--- config.mk ---
export PLATFORM = sky130hd
export DESIGN_NAME = muldiv_unit
export DESIGN_NICKNAME = d
export VERILOG_FILES = /design/src/rtl/muldiv_pkg.sv /design/src/rtl/muldiv_unit.sv
export SDC_FILE = /design/constraint.sdc
export NUM_CORES = 1
export LEC_CHECK = 0
export ABC_AREA = 1
export BUFFER_PORTS_ARGS = -buffer_cell sky130_fd_sc_hd__buf_4
export CAP_MARGIN = 20
export CORE_MARGIN = 4
export CORE_UTILIZATION = 30
export DETAILED_ROUTE_END_ITERATION = 8
export SYNTH_ARGS = -nofsm -noshare
export SYNTH_HDL_FRONTEND = slang
export SYNTH_SLANG_ARGS = --single-unit
--- constraint.sdc ---
create_clock -name clk -period 3.68 [get_ports clk]
set_clock_uncertainty 0.05 [all_clocks]
set_input_delay 0.368 -clock clk [delete_from_list [all_inputs] [get_ports clk]]
set_output_delay 0.368 -clock clk [all_outputs]
set_load 0.05 [all_outputs]
--- src/rtl/muldiv_pkg.sv ---
// Shared op encodings and FSM state type
// for the iterative multiply/divide unit.
package muldiv_pkg;

  localparam logic [1:0] OP_MULT  = 2'b00;
  localparam logic [1:0] OP_MULTU = 2'b01;
  localparam logic [1:0] OP_DIV   = 2'b10;
  localparam logic [1:0] OP_DIVU  = 2'b11;

  typedef enum logic [1:0] {
    IDLE,
    RUN,
    FIX,
    DONE
  } state_t;

endpackage

--- src/rtl/muldiv_unit.sv ---
// Radix-2 iterative signed/unsigned multiply and divide
// with a start/busy/done handshake, abort and divzero flag.
module muldiv_unit
  import muldiv_pkg::*;
#(
  parameter int WIDTH = 32
) (
  input  logic             clk,
  input  logic             reset,
  input  logic             start,
  input  logic [1:0]       op,
  input  logic [WIDTH-1:0] op_a,
  input  logic [WIDTH-1:0] op_b,
  input  logic             abort,
  output logic             busy,
  output logic             done,
  output logic             divzero,
  output logic [WIDTH-1:0] hi,
  output logic [WIDTH-1:0] lo
);

  localparam int CNT_W = $clog2(WIDTH + 1);

  state_t r_state;
  state_t w_next;

  logic               r_div;
  logic               r_qs;
  logic               r_rs;
  logic               r_dz;
  logic [CNT_W-1:0]   r_cnt;
  logic [WIDTH-1:0]   r_m;
  logic [2*WIDTH-1:0] r_acc;
  logic [WIDTH-1:0]   r_rem;
  logic               r_busy;
  logic               r_done;
  logic               r_divzero;
  logic [WIDTH-1:0]   r_hi;
  logic [WIDTH-1:0]   r_lo;

  logic               w_in_div;
  logic               w_in_sgn;
  logic               w_sa;
  logic               w_sb;
  logic [WIDTH-1:0]   w_abs_a;
  logic [WIDTH-1:0]   w_abs_b;
  logic               w_dz;
  logic               w_accept;
  logic               w_step;
  logic               w_wr;
  logic               w_kill;
  logic [WIDTH:0]     w_sum;
  logic [WIDTH:0]     w_shf;
  logic [WIDTH:0]     w_diff;
  logic               w_qbit;
  logic [2*WIDTH-1:0] w_prod;
  logic [WIDTH-1:0]   w_q;
  logic [WIDTH-1:0]   w_quo;
  logic [WIDTH-1:0]   w_rm;

  always_comb begin
    w_in_div = 1'b0;
    w_in_sgn = 1'b0;
    unique case (op)
      OP_MULT:  w_in_sgn = 1'b1;
      OP_MULTU: w_in_sgn = 1'b0;
      OP_DIV: begin
        w_in_div = 1'b1;
        w_in_sgn = 1'b1;
      end
      OP_DIVU:  w_in_div = 1'b1;
      default:  w_in_div = 1'b0;
    endcase
  end

  assign w_sa    = w_in_sgn & op_a[WIDTH-1];
  assign w_sb    = w_in_sgn & op_b[WIDTH-1];
  assign w_abs_a = w_sa ? -op_a : op_a;
  assign w_abs_b = w_sb ? -op_b : op_b;
  assign w_dz    = w_in_div & (op_b == '0);

  always_ff @(posedge clk or negedge reset) begin
    if (!reset) r_state <= IDLE;
    else        r_state <= w_next;
  end

  always_comb begin
    w_next = r_state;
    unique case (r_state)
      IDLE: if (start) w_next = w_dz ? DONE : RUN;
      RUN: begin
        if (abort)                    w_next = IDLE;
        else if (r_cnt == CNT_W'(1)) w_next = FIX;
      end
      FIX:     w_next = abort ? IDLE : DONE;
      DONE:    w_next = IDLE;
      default: w_next = IDLE;
    endcase
  end

  always_comb begin
    w_accept = (r_state == IDLE) & start;
    w_step   = (r_state == RUN);
    w_wr     = (r_state == FIX) & ~abort;
    w_kill   = abort & ((r_state == RUN) | (r_state == FIX));
  end

  // Multiply adds r_m into the upper half; divide shifts the
  // dividend out of the lower half into the partial remainder.
  assign w_sum  = {1'b0, r_acc[2*WIDTH-1:WIDTH]}
                + (r_acc[0] ? {1'b0, r_m} : '0);
  assign w_shf  = {r_rem, r_acc[WIDTH-1]};
  assign w_diff = w_shf - {1'b0, r_m};
  assign w_qbit = ~w_diff[WIDTH];

  assign w_prod = r_qs ? -r_acc : r_acc;
  assign w_q    = r_acc[WIDTH-1:0];
  assign w_quo  = r_qs ? -w_q : w_q;
  assign w_rm   = r_rs ? -r_rem : r_rem;

  always_ff @(posedge clk or negedge reset) begin
    if (!reset) begin
      r_div <= 1'b0;
      r_qs  <= 1'b0;
      r_rs  <= 1'b0;
      r_dz  <= 1'b0;
      r_cnt <= '0;
      r_m   <= '0;
      r_acc <= '0;
      r_rem <= '0;
    end else if (w_accept) begin
      r_div <= w_in_div;
      r_qs  <= w_sa ^ w_sb;
      r_rs  <= w_sa;
      r_dz  <= w_dz;
      r_cnt <= w_dz ? '0 : CNT_W'(WIDTH);
      r_m   <= w_in_div ? w_abs_b : w_abs_a;
      r_acc <= {{WIDTH{1'b0}}, w_in_div ? w_abs_a : w_abs_b};
      r_rem <= '0;
    end else if (w_step) begin
      r_cnt <= r_cnt - CNT_W'(1);
      if (r_div) begin
        r_rem <= w_qbit ? w_diff[WIDTH-1:0] : w_shf[WIDTH-1:0];
        r_acc <= {r_acc[2*WIDTH-1:WIDTH], r_acc[WIDTH-2:0], w_qbit};
      end else begin
        r_acc <= {w_sum, r_acc[WIDTH-1:1]};
      end
    end
  end

  // Handshake outputs lag the state by one cycle.
  always_ff @(posedge clk or negedge reset) begin
    if (!reset) begin
      r_busy    <= 1'b0;
      r_done    <= 1'b0;
      r_divzero <= 1'b0;
      r_hi      <= '0;
      r_lo      <= '0;
    end else begin
      r_busy    <= (r_state != IDLE) & ~w_kill;
      r_done    <= (r_state == DONE);
      r_divzero <= (r_state == DONE) & r_dz;
      if (w_wr) begin
        r_hi <= r_div ? w_rm : w_prod[2*WIDTH-1:WIDTH];
        r_lo <= r_div ? w_quo : w_prod[WIDTH-1:0];
      end
    end
  end

  assign busy    = r_busy;
  assign done    = r_done;
  assign divzero = r_divzero;
  assign hi      = r_hi;
  assign lo      = r_lo;

endmodule

======== Word level (Yosys, flattened, before mapping) ========
Cells that the tools add are included.
word-level totals
  bits in registers ....................... 207
  input bits .............................. 70
  bits in read-only memories .............. 0
  logic and storage cells ................. 84
  output and inout port bits .............. 67
  RAM bits ................................ 0
  bits in latches ......................... 0
  memories kept ........................... 0
operators by class
  mux-type cells .......................... 28
  bitwise gates (word level) .............. 13
  $lt $le $gt $ge ......................... 0
  div/mod/pow operators ................... 0
  shifts and indexed selects .............. 0
  reductions and logical operators ........ 11
  $mul .................................... 0
  add/sub/neg operators ................... 8
  eq/ne operators ......................... 9
operator list
  operator                                                                 count
  32-bit two-way mux                                                       13
  64-bit two-way mux                                                       4
  32-bit negator                                                           4
  64-bit negator                                                           1
  32-bit by 32-bit adder with 33-bit output                                1
  33-bit by 32-bit subtractor with 33-bit output                           1
  32-bit logical NOT                                                       1
  6-bit two-way mux                                                        3
  2-bit two-way mux                                                        5
  1-bit bitwise AND                                                        8
  2-bit equality test, second input constant                               4
  2-bit one-hot mux with 4 select lines                                    1
  6-bit by 1-bit equality test with 1-bit output, second input constant    1
  2-bit AND reduction                                                      3
  2-bit nonzero test                                                       3
  6-bit by 1-bit subtractor with 6-bit output, second input constant       1
  2-bit logical NOT                                                        2
  2-bit OR reduction                                                       2
  3-bit by 2-bit inequality test with 1-bit output, second input constant  1
  1-bit inverter                                                           3
  2-bit by 1-bit equality test with 1-bit output, second input constant    1
  1-bit two-way mux                                                        2
  2-bit by 1-bit inequality test with 1-bit output, second input constant  1
  2-bit inequality test, second input constant                             1
  other kinds (2)                                                          2

======== Depth between registers and ports, before layout ========
  depth in word-level cells ............... 7
  gate-level depth with buffers ........... 18
  gate-level depth less buffers ........... 17

======== Worst setup path after synthesis ========
Ideal clock, no wire load.
  path type ............................... reg2reg
  start point ............................. reg r_acc[31]
  end point ............................... reg r_rem[6]
  data arrival time ....................... 2.085 ns
  period minus slack after synthesis ...... 2.253 ns
  stages on the path, launching flop included .. 19
  required time ........................... 3.513 ns
  path slack .............................. 1.427 ns
  path buffers ............................ 1
  path through ............................ dfrtp_1 -> inv_1 -> ha_1 -> fa_1 -> inv_1 -> nand2_1 -> nand2_1 -> nand3_1 -> nand2_2 -> nand2_2 -> nand2_2 -> nand2_2 -> nand2_2 -> nand2_1 -> nand2_4 -> buf_6 -> nand2_1 -> nand3_1 -> nand2_1
between the ends
  cells in the longest elaborated chain, start to end .. 5
ends and longest elaborated chain
  item                                            line                RTL
  start, declared                                 muldiv_unit.sv:33   logic [2*WIDTH-1:0] r_acc;
  start signal, assigned                          muldiv_unit.sv:138  r_acc <= {{WIDTH{1'b0}}, w_in_div ? w_abs_a : w_abs_b};
  start signal, assigned                          muldiv_unit.sv:144  r_acc <= {r_acc[2*WIDTH-1:WIDTH], r_acc[WIDTH-2:0], w_qbit};
  start signal, assigned                          muldiv_unit.sv:146  r_acc <= {w_sum, r_acc[WIDTH-1:1]};
  33-bit by 32-bit subtractor with 33-bit output  muldiv_unit.sv:113  assign w_diff = w_shf - {1'b0, r_m};
  32-bit two-way mux                              muldiv_unit.sv:143  r_rem <= w_qbit ? w_diff[WIDTH-1:0] : w_shf[WIDTH-1:0];
  32-bit two-way mux                              muldiv_unit.sv:142  if (r_div) begin
  32-bit two-way mux                              muldiv_unit.sv:140  end else if (w_step) begin
  32-bit two-way mux                              muldiv_unit.sv:131  end else if (w_accept) begin
  end signal, assigned                            muldiv_unit.sv:143
  end, declared                                   muldiv_unit.sv:34   logic [WIDTH-1:0] r_rem;
Every way passes these cells. The select of a mux whose other input is x is not followed.
A chain may end at the register's enable or synchronous reset.

======== Final worst setup path ========
  start point ............................. reg r_acc[0]
  end point ............................... reg r_acc[63]
between the ends
  cells in the longest elaborated chain, start to end .. 5
ends and longest elaborated chain
  item                                       line                RTL
  32-bit two-way mux                         muldiv_unit.sv:111  + (r_acc[0] ? {1'b0, r_m} : '0);
  32-bit by 32-bit adder with 33-bit output  muldiv_unit.sv:111
  64-bit two-way mux                         muldiv_unit.sv:142
  64-bit two-way mux                         muldiv_unit.sv:140
  64-bit two-way mux                         muldiv_unit.sv:131
Every way passes these cells. The select of a mux whose other input is x is not followed.

==> impl_metrics.yaml <==
placed_design:
  place_congestion: 1.03
  placed_cells: 4051
  hpwlAfterDp_mm: 63.0
  port_buffers: 136
power:
  p_clk_share_pct: 13.0
  combPwrFrac_pct: 65.1
  seq_power_share_pct: 21.9
  p_int_mw: 9.23
  net-switching-power_mw: 12.6
  total_power_mw: 21.8
  p_leak_nw: 11.4
  power_density_mw_per_mm2: 999
  ir_worst_vdd_mv: 0.542
  p_sw_share_pct: 57.6
timing:
  setup_viol: 0
  drv_slew: 0
  rsz0062_at_grt: "false"
  max_freq_ghz: 0.319
  holdWs_ns: 0.0839
  period_share_pct: 85.2
  hold_viol: 0
  tightest_slew_ns: 0.998
  tns_ns: 0
  min_period_ns: 3.14
  slew_headroom_pct: 32.7
synth:
  synth_top_family_by_area: "simple AND/OR/NAND/NOR gates"
  synth_top_area_cell: "dfrtp_1"
  yosys.cell_types.count: 47
  synth.yosys.warnings: 0
  synthArstFlopShare_pct: 100
  avgSynthCellArea_um2: 6.02
  synthXorXnorAreaFrac_pct: 3.94
  syn_area_mm2: 0.0189
  synth_most_common_cell: "nand2_1"
  syn_inst: 3140
  synth_top_flop_cell: "dfrtp_1"
  ys_seq_area_share_pct: 27.4
  yosys.area_share.simple_pct: 39.2
  yosys-top-cells-area: "dfrtp_1 27%, nand2_1 21%, inv_1 8.6%, nor2_1 7.4%, nand3_1 6.4%"
  synth-compound-area-share_pct: 13.5
  ys_top_cells_by_count: "1050 x nand2_1, 432 x inv_1, 371 x nor2_1"
  ys_ff_latch: 207
  synth-adder-area-share_pct: 5.17
  synthMuxAreaShare_pct: 0
  syn-num-nets: 3287
  synth-edff-count: 0
  synth.top_cell.area_share_pct: 27.4
floorplan:
  row_count: 91
  initial_core_util_pct: 30.5
  die_y_um: 259
  coreArea_mm2: 0.0621
  die_area_mm2: 0.0671
  io_pins: 137
  die_w_um: 259
clock_network:
  clkTransAtPathRegs_ns: 0.06
  root_buffer: "clkbuf_16"
  cts_made_buffers: 27
  htree_levels: 1
  clock_path_buffers: 3
  cts-resized-gates: 0
  clock_latency_ns: 0.59
  numClockSinks: 207
  cts_tree: "built"
drt:
  met1_length_mm: 34.6
  vias_per_cell: 5.08
  wl_met3_mm: 6.18
  num_vias: 20800
  wl_met2_mm: 34.3
  ant_nets: 0
  wire_per_inst_um: 18.9
  drc: 0
  dr.first_iter.drc_count: 2063
  routed.top_layer: "met4"
  wirelength_mm: 77.6
  drt_pass1_iterations: 5
min_path:
  holdPathStages: 4
  hold_class: "in2reg"
  hold_end: "r_m[7]$_DFFE_PN0P_"
  min_from: "op_b[7]"
setup_path:
  start_kind: "flop"
  crit_type: "reg2reg"
  cp.arrival_ns: 3.60
  r2r_slack_ns: 0.54
  reg2reg_depth: 16
  crit_cells: 16
  rr_endpoint: "r_acc[63]$_DFFE_PN0P_"
  slowest_delay_ns: 0.74
  crit_chain: "nand2_1, inv_1, ha_1, inv_1, fa_1, o21ai_0, nand2_1, nand2_1, nand2_1, nand2_1, nand2_1, nand3_1, nand3_1, nand2_1, nand2_1, nand2_1"
  critPathCaptureType: "flop"
  r2r-start: "r_acc[0]$_DFFE_PN0P_"
  critPathSlowestCell: "dfrtp_1"
  cp_top_family: "simple AND/OR/NAND/NOR gates"
  crit_fanout: 16
  cp_common_cell: "nand2_1"
  required_ns: 4.14
  cp_num_buf_inv: 2
cells_and_area:
  multiInputGateArea_mm2: 0.0117
  nNetsFinal: 3392
  area.growth.synth_to_final_pct: 15.3
  drive_gt1_share_pct: 8.05
  seqCellArea_mm2: 0.00518
  stdcell_count: 4103
  filler_cell_count: 6823
  diodes: 0
outcome:
  outcome: "finished clean"
job:
  drv_cap: 0
global_routing:
  grt_pass1_wl_mm: 118
  grt-ovfl-total: 0
  grt_pass1_vias: 19200
  antenna_found_initial: 0
  track_usage_pct: 22.5
  grt_max_degree: 96
==> state kept, by name, indices dropped and copies added, names as in the netlist <==
register / cells
busy: 1
divzero: 1
done: 1
hi: 32
lo: 32
r_acc: 64
r_cnt: 6
r_div: 1
r_dz: 1
r_m: 32
r_qs: 1
r_rem: 32
r_rs: 1
r_state: 2
==> stage by stage <==
step | area, µm² | util, % | setup slack [ns]
2_1_floorplan | 18900 | - | 1.43
3_3_place_gp | 20800 | 33.6 | 0.630
3_5_place_dp | 20800 | 33.6 | 0.616
4_1_cts | 21800 | 35.1 | 0.588
5_1_grt | 21800 | 35.1 | 0.199
6_report | 21800 | 35.1 | 0.543
==> how the worst max path moves through the flow <==
stage                                 end  slack (ns)                  start
global route        r_acc[63]$_DFFE_PN0P_        0.20   r_acc[0]$_DFFE_PN0P_
global placement    r_acc[63]$_DFFE_PN0P_        0.63   r_acc[0]$_DFFE_PN0P_
CTS                 r_acc[63]$_DFFE_PN0P_        0.59   r_acc[0]$_DFFE_PN0P_
finish              r_acc[63]$_DFFE_PN0P_        0.54   r_acc[0]$_DFFE_PN0P_
detailed placement  r_acc[63]$_DFFE_PN0P_        0.62   r_acc[0]$_DFFE_PN0P_
floorplan            r_rem[6]$_DFFE_PN0P_        1.43  r_acc[31]$_DFFE_PN0P_
==> tightest hold or removal path: cells and delay by family <==
| kind | cells | cell delay (ns) |
|---|---|---|
| AO/OA/AOI/OAI | 1 | 0.07 |
| XOR/XNOR | 1 | 0.06 |
| buffers and inverters | 2 | 0.17 |
==> layout by cell type (no fill, tap or decap), types with 27 or more instances in the layout <==
cell       count
o21ai_0      190
nor2_1       367
a21oi_1      136
nand2_1     1050
ha_1          75
xor2_1        61
dfrtp_1      207
buf_4        158
inv_1        432
clkbuf_16     27
o211ai_1      31
nand3_1      240
nand4_1       49
a221oi_1      30
==> cell families after synthesis <==
group | count (synthesis)
simple gates | 1798
buf+inv | 527
compound gates | 446
flops | 207
xor+xnor | 85
fa+ha+maj | 77
==> layout make-up <==
| type | count | area share, % |
|---|---|---|
| multi-input combinational | 2406 | 53.7 |
| sequential | 207 | 23.8 |
| inverter | 439 | 7.56 |
| timing repair buffer | 164 | 5.88 |
| tap | 837 | 4.80 |
| clock buffer | 36 | 3.48 |
| clock inverter | 14 | 0.809 |
==> power groups by stage <==
stage | clock network, mW | registers (mW) | logic [mW]
final | 2.83 | 4.78 | 14.2
after global routing | 2.97 | 4.83 | 15.6
after CTS | 2.88 | 4.69 | 14.0
after detailed placement | 0 | 4.72 | 14.0
after global placement | 0 | 4.73 | 14.0
after floorplan | 0 | 5.30 | 8.65
==> repair_timing <==
action / 4_1_cts / 5_1_grt
buffers inserted: 0 / 0
hold buffers: 2 / 0
endpoints found under the setup margin: 0 / 0
endpoints found under the hold margin: 93 / 0
==> metal layers <==
| layer | up-vias | GRT usage, % |
|---|---|---|
| met3 | 118 | 2.91 |
| met5 | - | 0 |
| met4 | 0 | 6.97 |
| met1 | 9653 | 31.9 |
| met2 | 802 | 35.8 |
| li1 | 10300 | - |
(Power assumes the default switching activity.)
